[src/rtl/snn_input_loader_if.sv]
// Byte-in / pixel-out bundle between the UART receiver, the input-unit RAM and snn_core.
interface snn_input_loader_if #(
    parameter int ADDR_WIDTH = 10
);
    logic [7:0]            rx_data;
    logic                  rx_rdy;
    logic                  core_done;
    logic                  abort;
    logic                  ram_we;
    logic [ADDR_WIDTH-1:0] ram_addr;
    logic                  ram_data;
    logic                  snn_start;
    logic                  loading;
    logic                  overrun;

    modport slave (
        input  rx_data, rx_rdy, core_done, abort,
        output ram_we, ram_addr, ram_data, snn_start, loading, overrun
    );

    modport master (
        output rx_data, rx_rdy, core_done, abort,
        input  ram_we, ram_addr, ram_data, snn_start, loading, overrun
    );
endinterface

[src/rtl/snn_input_loader.sv]
// Unpacks UART bytes LSB-first into the 1-bit input-unit RAM, then starts snn_core
// and holds off the next image until the core reports done.
//
// state  | meaning
// S_LOAD | unpacking held bytes into RAM at ptr
// S_FIRE | last pixel written; pulse snn_start
// S_WAIT | core owns the RAM; wait for core_done
module snn_input_loader #(
    parameter int NUM_BITS   = 784,
    parameter int ADDR_WIDTH = 10
) (
    input logic              clk,
    input logic              rst_n,
    snn_input_loader_if.slave bus
);
    typedef enum logic [1:0] {S_LOAD, S_FIRE, S_WAIT} state_t;

    localparam logic [ADDR_WIDTH-1:0] LAST_ADDR = ADDR_WIDTH'(NUM_BITS - 1);

    state_t                state_q,     state_n;
    logic [ADDR_WIDTH-1:0] ptr_q,       ptr_n;
    logic [7:0]            hold_byte_q, hold_byte_n;
    logic                  hold_valid_q, hold_valid_n;
    logic [6:0]            shift_q,     shift_n;
    logic [2:0]            bits_left_q, bits_left_n;
    logic                  ram_we_q,    ram_we_n;
    logic [ADDR_WIDTH-1:0] ram_addr_q,  ram_addr_n;
    logic                  ram_data_q,  ram_data_n;
    logic                  start_q,     start_n;
    logic                  loading_q,   loading_n;
    logic                  overrun_q,   overrun_n;

    logic take;
    logic issue;
    logic bit_v;

    always_ff @(posedge clk or negedge rst_n) begin
        if (!rst_n) begin
            state_q      <= S_LOAD;
            ptr_q        <= '0;
            hold_byte_q  <= '0;
            hold_valid_q <= 1'b0;
            shift_q      <= '0;
            bits_left_q  <= '0;
            ram_we_q     <= 1'b0;
            ram_addr_q   <= '0;
            ram_data_q   <= 1'b0;
            start_q      <= 1'b0;
            loading_q    <= 1'b0;
            overrun_q    <= 1'b0;
        end else begin
            state_q      <= state_n;
            ptr_q        <= ptr_n;
            hold_byte_q  <= hold_byte_n;
            hold_valid_q <= hold_valid_n;
            shift_q      <= shift_n;
            bits_left_q  <= bits_left_n;
            ram_we_q     <= ram_we_n;
            ram_addr_q   <= ram_addr_n;
            ram_data_q   <= ram_data_n;
            start_q      <= start_n;
            loading_q    <= loading_n;
            overrun_q    <= overrun_n;
        end
    end

    always_comb begin
        state_n      = state_q;
        ptr_n        = ptr_q;
        hold_byte_n  = hold_byte_q;
        hold_valid_n = hold_valid_q;
        shift_n      = shift_q;
        bits_left_n  = bits_left_q;
        ram_we_n     = 1'b0;
        ram_addr_n   = ram_addr_q;
        ram_data_n   = ram_data_q;
        start_n      = 1'b0;
        overrun_n    = overrun_q;
        take         = 1'b0;
        issue        = 1'b0;
        bit_v        = 1'b0;

        case (state_q)
            S_LOAD: begin
                if (bits_left_q != 3'd0) begin
                    issue       = 1'b1;
                    bit_v       = shift_q[0];
                    shift_n     = {1'b0, shift_q[6:1]};
                    bits_left_n = bits_left_q - 3'd1;
                end else if (hold_valid_q) begin
                    take        = 1'b1;
                    issue       = 1'b1;
                    bit_v       = hold_byte_q[0];
                    shift_n     = hold_byte_q[7:1];
                    bits_left_n = 3'd7;
                end
                if (issue) begin
                    ram_we_n   = 1'b1;
                    ram_addr_n = ptr_q;
                    ram_data_n = bit_v;
                    if (ptr_q == LAST_ADDR) begin
                        ptr_n   = '0;
                        state_n = S_FIRE;
                    end else begin
                        ptr_n = ptr_q + 1'b1;
                    end
                end
            end
            S_FIRE: begin
                start_n = 1'b1;
                state_n = S_WAIT;
            end
            S_WAIT: begin
                if (bus.core_done) state_n = S_LOAD;
            end
            default: state_n = S_LOAD;
        endcase

        // Holding register runs in every state; a byte emptied this edge frees the slot.
        if (take) hold_valid_n = 1'b0;
        if (bus.rx_rdy) begin
            if (!hold_valid_q || take) begin
                hold_byte_n  = bus.rx_data;
                hold_valid_n = 1'b1;
            end else begin
                overrun_n = 1'b1;
            end
        end

        if (bus.abort) begin
            state_n      = S_LOAD;
            ptr_n        = '0;
            hold_valid_n = 1'b0;
            bits_left_n  = '0;
            shift_n      = '0;
            hold_byte_n  = hold_byte_q;
            overrun_n    = 1'b0;
            ram_we_n     = 1'b0;
            ram_addr_n   = ram_addr_q;
            ram_data_n   = ram_data_q;
            start_n      = 1'b0;
        end

        loading_n = (state_n == S_LOAD) && ((ptr_n != '0) || (bits_left_n != 3'd0));
    end

    assign bus.ram_we    = ram_we_q;
    assign bus.ram_addr  = ram_addr_q;
    assign bus.ram_data  = ram_data_q;
    assign bus.snn_start = start_q;
    assign bus.loading   = loading_q;
    assign bus.overrun   = overrun_q;
endmodule

[src/flat_wrapper.sv]
// flat-port wrapper written by rule: the top's interface ports become plain ports
module snn_input_loader_flat 
#(
    parameter int NUM_BITS   = 784,
    parameter int ADDR_WIDTH = 10
)
  (clk, rst_n, bus_rx_data, bus_rx_rdy, bus_core_done, bus_abort, bus_ram_we, bus_ram_addr, bus_ram_data, bus_snn_start, bus_loading, bus_overrun);
  snn_input_loader_if #(.ADDR_WIDTH(ADDR_WIDTH)) bus_i ();
  input logic clk;
  input logic rst_n;
  input wire logic [$bits(bus_i.rx_data)-1:0] bus_rx_data;
  input wire logic [$bits(bus_i.rx_rdy)-1:0] bus_rx_rdy;
  input wire logic [$bits(bus_i.core_done)-1:0] bus_core_done;
  input wire logic [$bits(bus_i.abort)-1:0] bus_abort;
  output wire logic [$bits(bus_i.ram_we)-1:0] bus_ram_we;
  output wire logic [$bits(bus_i.ram_addr)-1:0] bus_ram_addr;
  output wire logic [$bits(bus_i.ram_data)-1:0] bus_ram_data;
  output wire logic [$bits(bus_i.snn_start)-1:0] bus_snn_start;
  output wire logic [$bits(bus_i.loading)-1:0] bus_loading;
  output wire logic [$bits(bus_i.overrun)-1:0] bus_overrun;
  assign bus_i.rx_data = bus_rx_data;
  assign bus_i.rx_rdy = bus_rx_rdy;
  assign bus_i.core_done = bus_core_done;
  assign bus_i.abort = bus_abort;
  assign bus_ram_we = bus_i.ram_we;
  assign bus_ram_addr = bus_i.ram_addr;
  assign bus_ram_data = bus_i.ram_data;
  assign bus_snn_start = bus_i.snn_start;
  assign bus_loading = bus_i.loading;
  assign bus_overrun = bus_i.overrun;
  snn_input_loader #(.NUM_BITS(NUM_BITS), .ADDR_WIDTH(ADDR_WIDTH)) u_core (.clk(clk), .rst_n(rst_n), .bus(bus_i));
endmodule
[config.mk]
export PLATFORM = sky130hd
export DESIGN_NAME = snn_input_loader_flat
export DESIGN_NICKNAME = d
export VERILOG_FILES = /design/src/rtl/snn_input_loader_if.sv /design/src/rtl/snn_input_loader.sv /design/src/flat_wrapper.sv
export SDC_FILE = /design/constraint.sdc
export NUM_CORES = 1
export LEC_CHECK = 0
export CAP_MARGIN = 20
export CORE_UTILIZATION = 48
export CTS_BUF_LIST = sky130_fd_sc_hd__clkbuf_8
export DETAILED_ROUTE_END_ITERATION = 7
export GPL_ROUTABILITY_DRIVEN = 0
export PLACE_DENSITY = 0.71
export SLEW_MARGIN = 20
export SYNTH_ARGS = -nofsm -noshare
export SYNTH_HDL_FRONTEND = slang
export SYNTH_SLANG_ARGS = --single-unit
[constraint.sdc]
create_clock -name clk -period 4.7 [get_ports clk]
set_clock_uncertainty 0.1 [all_clocks]
set_input_delay 0.94 -clock clk [delete_from_list [all_inputs] [get_ports clk]]
set_output_delay 0.94 -clock clk [all_outputs]
set_load 0.02 [all_outputs]
=== After elaboration in Yosys (flattened, before gate mapping) ===
Index checks and enable logic that the tools add are counted.

* Bits of input ports: 13
* Output and inout bits: 15
* Logic and storage cells: 71
* Bits in registers: 46

* Bitwise operators: 1
* Reductions and logical operators: 16
* Equal/unequal tests: 4
* Add/subtract/negate cells: 2
* Muxes and demuxes: 36

{| class="wikitable"
|+ Operator list
! kind !! count
|-
| $mux W10 || 4
|-
| $mux W7 || 4
|-
| $mux W1 || 19
|-
| $mux W3 || 4
|-
| $add A10 B1 Y10 const B || 1
|-
| $eq A10 B10 Y1 const B || 1
|-
| $reduce_bool A10 Y1 || 1
|-
| $reduce_bool A3 Y1 || 3
|-
| $mux W2 || 4
|-
| $pmux W2 S3 || 1
|-
| $reduce_and A3 Y1 || 2
|-
| $logic_not A2 Y1 || 2
|-
| $reduce_and A2 Y1 || 2
|-
| $reduce_bool A2 Y1 || 2
|-
| $sub A3 B1 Y3 const B || 1
|-
| $eq A2 B1 Y1 const B || 1
|-
| $eq A2 B2 Y1 const B || 1
|-
| $logic_or A1 B1 Y1 || 2
|-
| $ne A2 B2 Y1 const B || 1
|-
| $logic_and A1 B1 Y1 || 1
|-
| $logic_not A1 Y1 || 1
|-
| $not A1 Y1 || 1
|}

=== Longest topological paths before layout ===
* Word-level depth: 9
* Gate-level depth with buffers: 9
* Mapped depth without buffers: 8

=== Worst setup path after synthesis ===
Ideal clock, no wire load.

* Path type: input to register
* Start point: input port bus_abort
* End point: register u_core.loading_q (netlist: u_core.bus.loading)
* Library setup time: 0.131 ns
* Stages: 6
* Path slack: 2.130 ns
* Arrival time: 2.339 ns
* Cell sequence: clkbuf_1 -> nor2_1 -> a31o_1 -> or4_4 -> nor4b_2 -> a31oi_1

* Longest elaborated chain between the ends: 4
* Elaborated cells on any way between the ends: 8

{| class="wikitable"
|+ RTL lines
! what !! RTL line !! text
|-
| start: declaration || flat_wrapper.sv:14 || <nowiki>input wire logic [$bits(bus_i.abort)-1:0] bus_abort;</nowiki>
|-
| $mux W10 || snn_input_loader.sv:130 || <nowiki>if (bus.abort) begin</nowiki>
|-
| net u_core.ptr_n[2] || snn_input_loader.sv:21 || <nowiki>logic [ADDR_WIDTH-1:0] ptr_q, ptr_n;</nowiki>
|-
| $reduce_bool A10 Y1 || snn_input_loader.sv:144 || <nowiki>loading_n = (state_n == S_LOAD) && ((ptr_n != '0) || (bits_left_n != 3'd0));</nowiki>
|-
| $logic_or A1 B1 Y1 || snn_input_loader.sv:144 ||
|-
| $logic_and A1 B1 Y1 || snn_input_loader.sv:144 ||
|-
| net u_core.loading_n || snn_input_loader.sv:30 || <nowiki>logic loading_q, loading_n;</nowiki>
|-
| end signal: assignment || snn_input_loader.sv:62 || <nowiki>loading_q <= loading_n;</nowiki>
|-
| end: declaration || snn_input_loader.sv:30 ||
|}

The timed path passes the listed nets, and every way through them passes these cells.
A chain may end at the register's enable or synchronous reset.

=== Worst setup path after layout ===
Same ends and word-level chain as after synthesis.

==> flow_summary.ini <==
[logic_synthesis]
synth_area_leaders = dfrtp_1 51%, nand2_1 5.0%, mux2_2 4.5%, nor2_1 3.7%, a21oi_1 3.1%
ys_top_cells_by_count = 46 x dfrtp_1, 30 x nand2_1, 22 x nor2_1, 14 x a21oi_1
synth_edf_count = 0
syn_inst = 221
synth_top_area_cell = dfrtp_1
syn-num-nets = 237
synthArstFlopShare = 1.00
yosys_warnings = 0
ys.flop_type = dfrtp_1
ys_seq_area_frac = 0.513
synth_top_area_frac = 0.513
syn-cell-area_um2 = 2240
synth.avg_cell_area_um2 = 10.1
synth_seq_cells = 46
synth.most_common_cell = dfrtp_1
synth_cell_types = 50

[power_and_ir_drop]
power_density_nw_per_um2 = 477
irDropWorstVdd_mv = 0.243
power.leakage_nw = 1.17

[die]
row_count = 24
fp.coreArea_um2 = 4410
die_h_um = 70.3
io_pins = 28
die_w_um = 70.3
die_area_um2 = 4950
initial_utilization = 0.508

[worst_hold_path]
hold_path.class = reg -> reg

[clocking]
ctsResizeCount = 0
cts_made_buffers = 5
clkTransAtPathRegs_ps = 80
cts_hold_buf = 0
cts.sinks = 46
root_buffer = clkbuf_8
insertion_delay_ps = 300
ctsHtreeMaxLevel = 2
clockBufferDepth = 2
cts_tree = done
cts_setup_buffers = 0

[timing]
rsz0062_at_grt = false
worst_pin_slew_ps = 573
fin_crit_ps = 2810
hold_slack_ps = 381
relSlewSlack = 0.618
fin_tns_setup_ps = 0
final-hold-violation-count = 0
timing.fmax_ghz = 0.356
fin_crit_sh = 0.598
drv_slew = 0
fin_ws_ps = 1890
setup_viol = 0

[placed_design]
post-place-ws_ps = 1580
dpl.hpwl_um = 3020
numPortBuffers = 27

[critical_path]
slowest_delay_ps = 530
cp_top_family = buffers and inverters
cp_num_buf_inv = 2
cp_slowest_cell = or4_4
critPathRequiredTime_ps = 4780
cp.arrival_ps = 2900
start_kind = primary input
cp-end-kind = flop
crit_type = in -> reg
path_max_fanout = 28
path_cells = clkdlybuf4s50_1, buf_4, a311oi_1, a31o_1, or4_4, nor4b_2, a31oi_1

[global_route]
grt_first_pass_wirelength_um = 7430
use_met3 = 0.0361
grtUsageMet1 = 0.291
gr-usage-met2 = 0.270
track_usage = 0.191
antenna_found_initial = 0
globalRouteOverflowTotal = 0
grt-busiest-layer = met1
grt_pass1_vias = 1509
grt_max_degree = 47

[route]
drtAntennaViolNets = 0
drtPass1Iterations = 4
vias_per_cell = 5.66
routed_wl_um = 4470
route.detailed.drc = 0
vias = 1693
wl_per_cell_um = 15.0
first_iter_violations = 133

[cells_and_area]
area_growth_pct = 17.9
drive_gt1_frac = 0.121
n_fill_cell = 395
antenna_cells = 0
finalNetCount = 262

[run]
maxCapViolations = 0

[run_status]
outcome = complete, no violations
-- logic make-up after synthesis --
family | synth area share
xor gates and xnor gates | 0.0156
and+or+nand+nor | 0.225
DFF | 0.513
buffers and inverters | 0.0357
muxes | 0.0720
adders and majority gates | 0.0167
AOI/OAI and AO/OA | 0.122
-- power by group --
| group | leakage, nW | switching (W) | internal (W) |
|---|---|---|---|
| clock | 0.0607 | 0.000131 | 0.000155 |
| combinational | 0.507 | 0.000237 | 0.000195 |
| sequential | 0.604 | 0.0000609 | 0.000483 |
| total | 1.17 | 0.000428 | 0.000832 |
-- area by class of cell --
cell class,count,area [um^2],area share
flip-flops and latches,46,1150,0.436
repair buffers,29,283,0.107
inverters,7,26.3,0.00994
multi-input cells,157,1010,0.383
well taps,52,65.1,0.0246
clock inverters,3,37.5,0.0142
clock buffers,5,68.8,0.0260
-- cell usage in the layout, fill, tap and decap left out, types with 2 or more instances in the layout --
master	n
a211oi_1	7
a21oi_1	14
a311oi_1	2
a31o_2	2
and3_1	2
buf_4	3
clkbuf_8	5
clkdlybuf4s50_1	26
dfrtp_1	46
ha_1	3
inv_1	9
mux2_2	9
mux2i_1	6
nand2_1	30
nand3_1	9
nand4_1	4
nor2_1	22
nor2b_1	2
nor3_1	5
o21ai_0	6
o21bai_1	2
or3b_1	2
xnor2_1	3
-- worst min-delay path: cells and delay by family, from the launching register on --
family	cells	cell delay [ps]
DFF	1	350
and+or+nand+nor	2	100
-- routing by layer --
layer  wire [um]  part of all wire  vias up
met4          68             0.015        0
li1            -                 -      830
met1        2160              0.48      814
met3         224             0.050        7
met2        2020              0.45       42
met5           0                 0        -
-- sequential cells by signal, indices dropped and copies added, names as in the netlist, 2 cells and up --
| name | count |
|---|---|
| u_core.bus.ram_addr | 10 |
| u_core.ptr_q | 10 |
| u_core.hold_byte_q | 8 |
| u_core.shift_q | 7 |
| u_core.bits_left_q | 3 |
| u_core.state_q | 2 |
-- through the flow --
stage	cells	util	area [um^2]	power, W
after floorplan	221	-	2240	0.000863
after global placement	291	0.574	2530	0.000971
after detailed placement	291	0.574	2530	0.000982
after CTS	299	0.598	2640	0.00127
after global routing	299	0.599	2640	0.00133
final	299	0.599	2640	0.00126
-- worst paths after layout --
kind,startpoint,to,slack (ps),cells after the start
max in group asynchronous,rst_n,u_core.ptr_q[3]$_DFF_PN0_,3580,1
setup reg to reg,u_core.bits_left_q[0]$_DFF_PN0_,u_core.bus.loading$_DFF_PN0_,2040,8
min in group asynchronous,rst_n,u_core.hold_byte_q[4]$_DFFE_PN0P_,540,1
hold / removal,u_core.bus.ram_addr[5]$_DFFE_PN0P_,u_core.bus.ram_addr[5]$_DFFE_PN0P_,380,2
hold reg to reg,u_core.bus.ram_addr[5]$_DFFE_PN0P_,u_core.bus.ram_addr[5]$_DFFE_PN0P_,380,2
setup / recovery,bus_abort,u_core.bus.loading$_DFF_PN0_,1890,7
(Power assumes the default switching activity.)
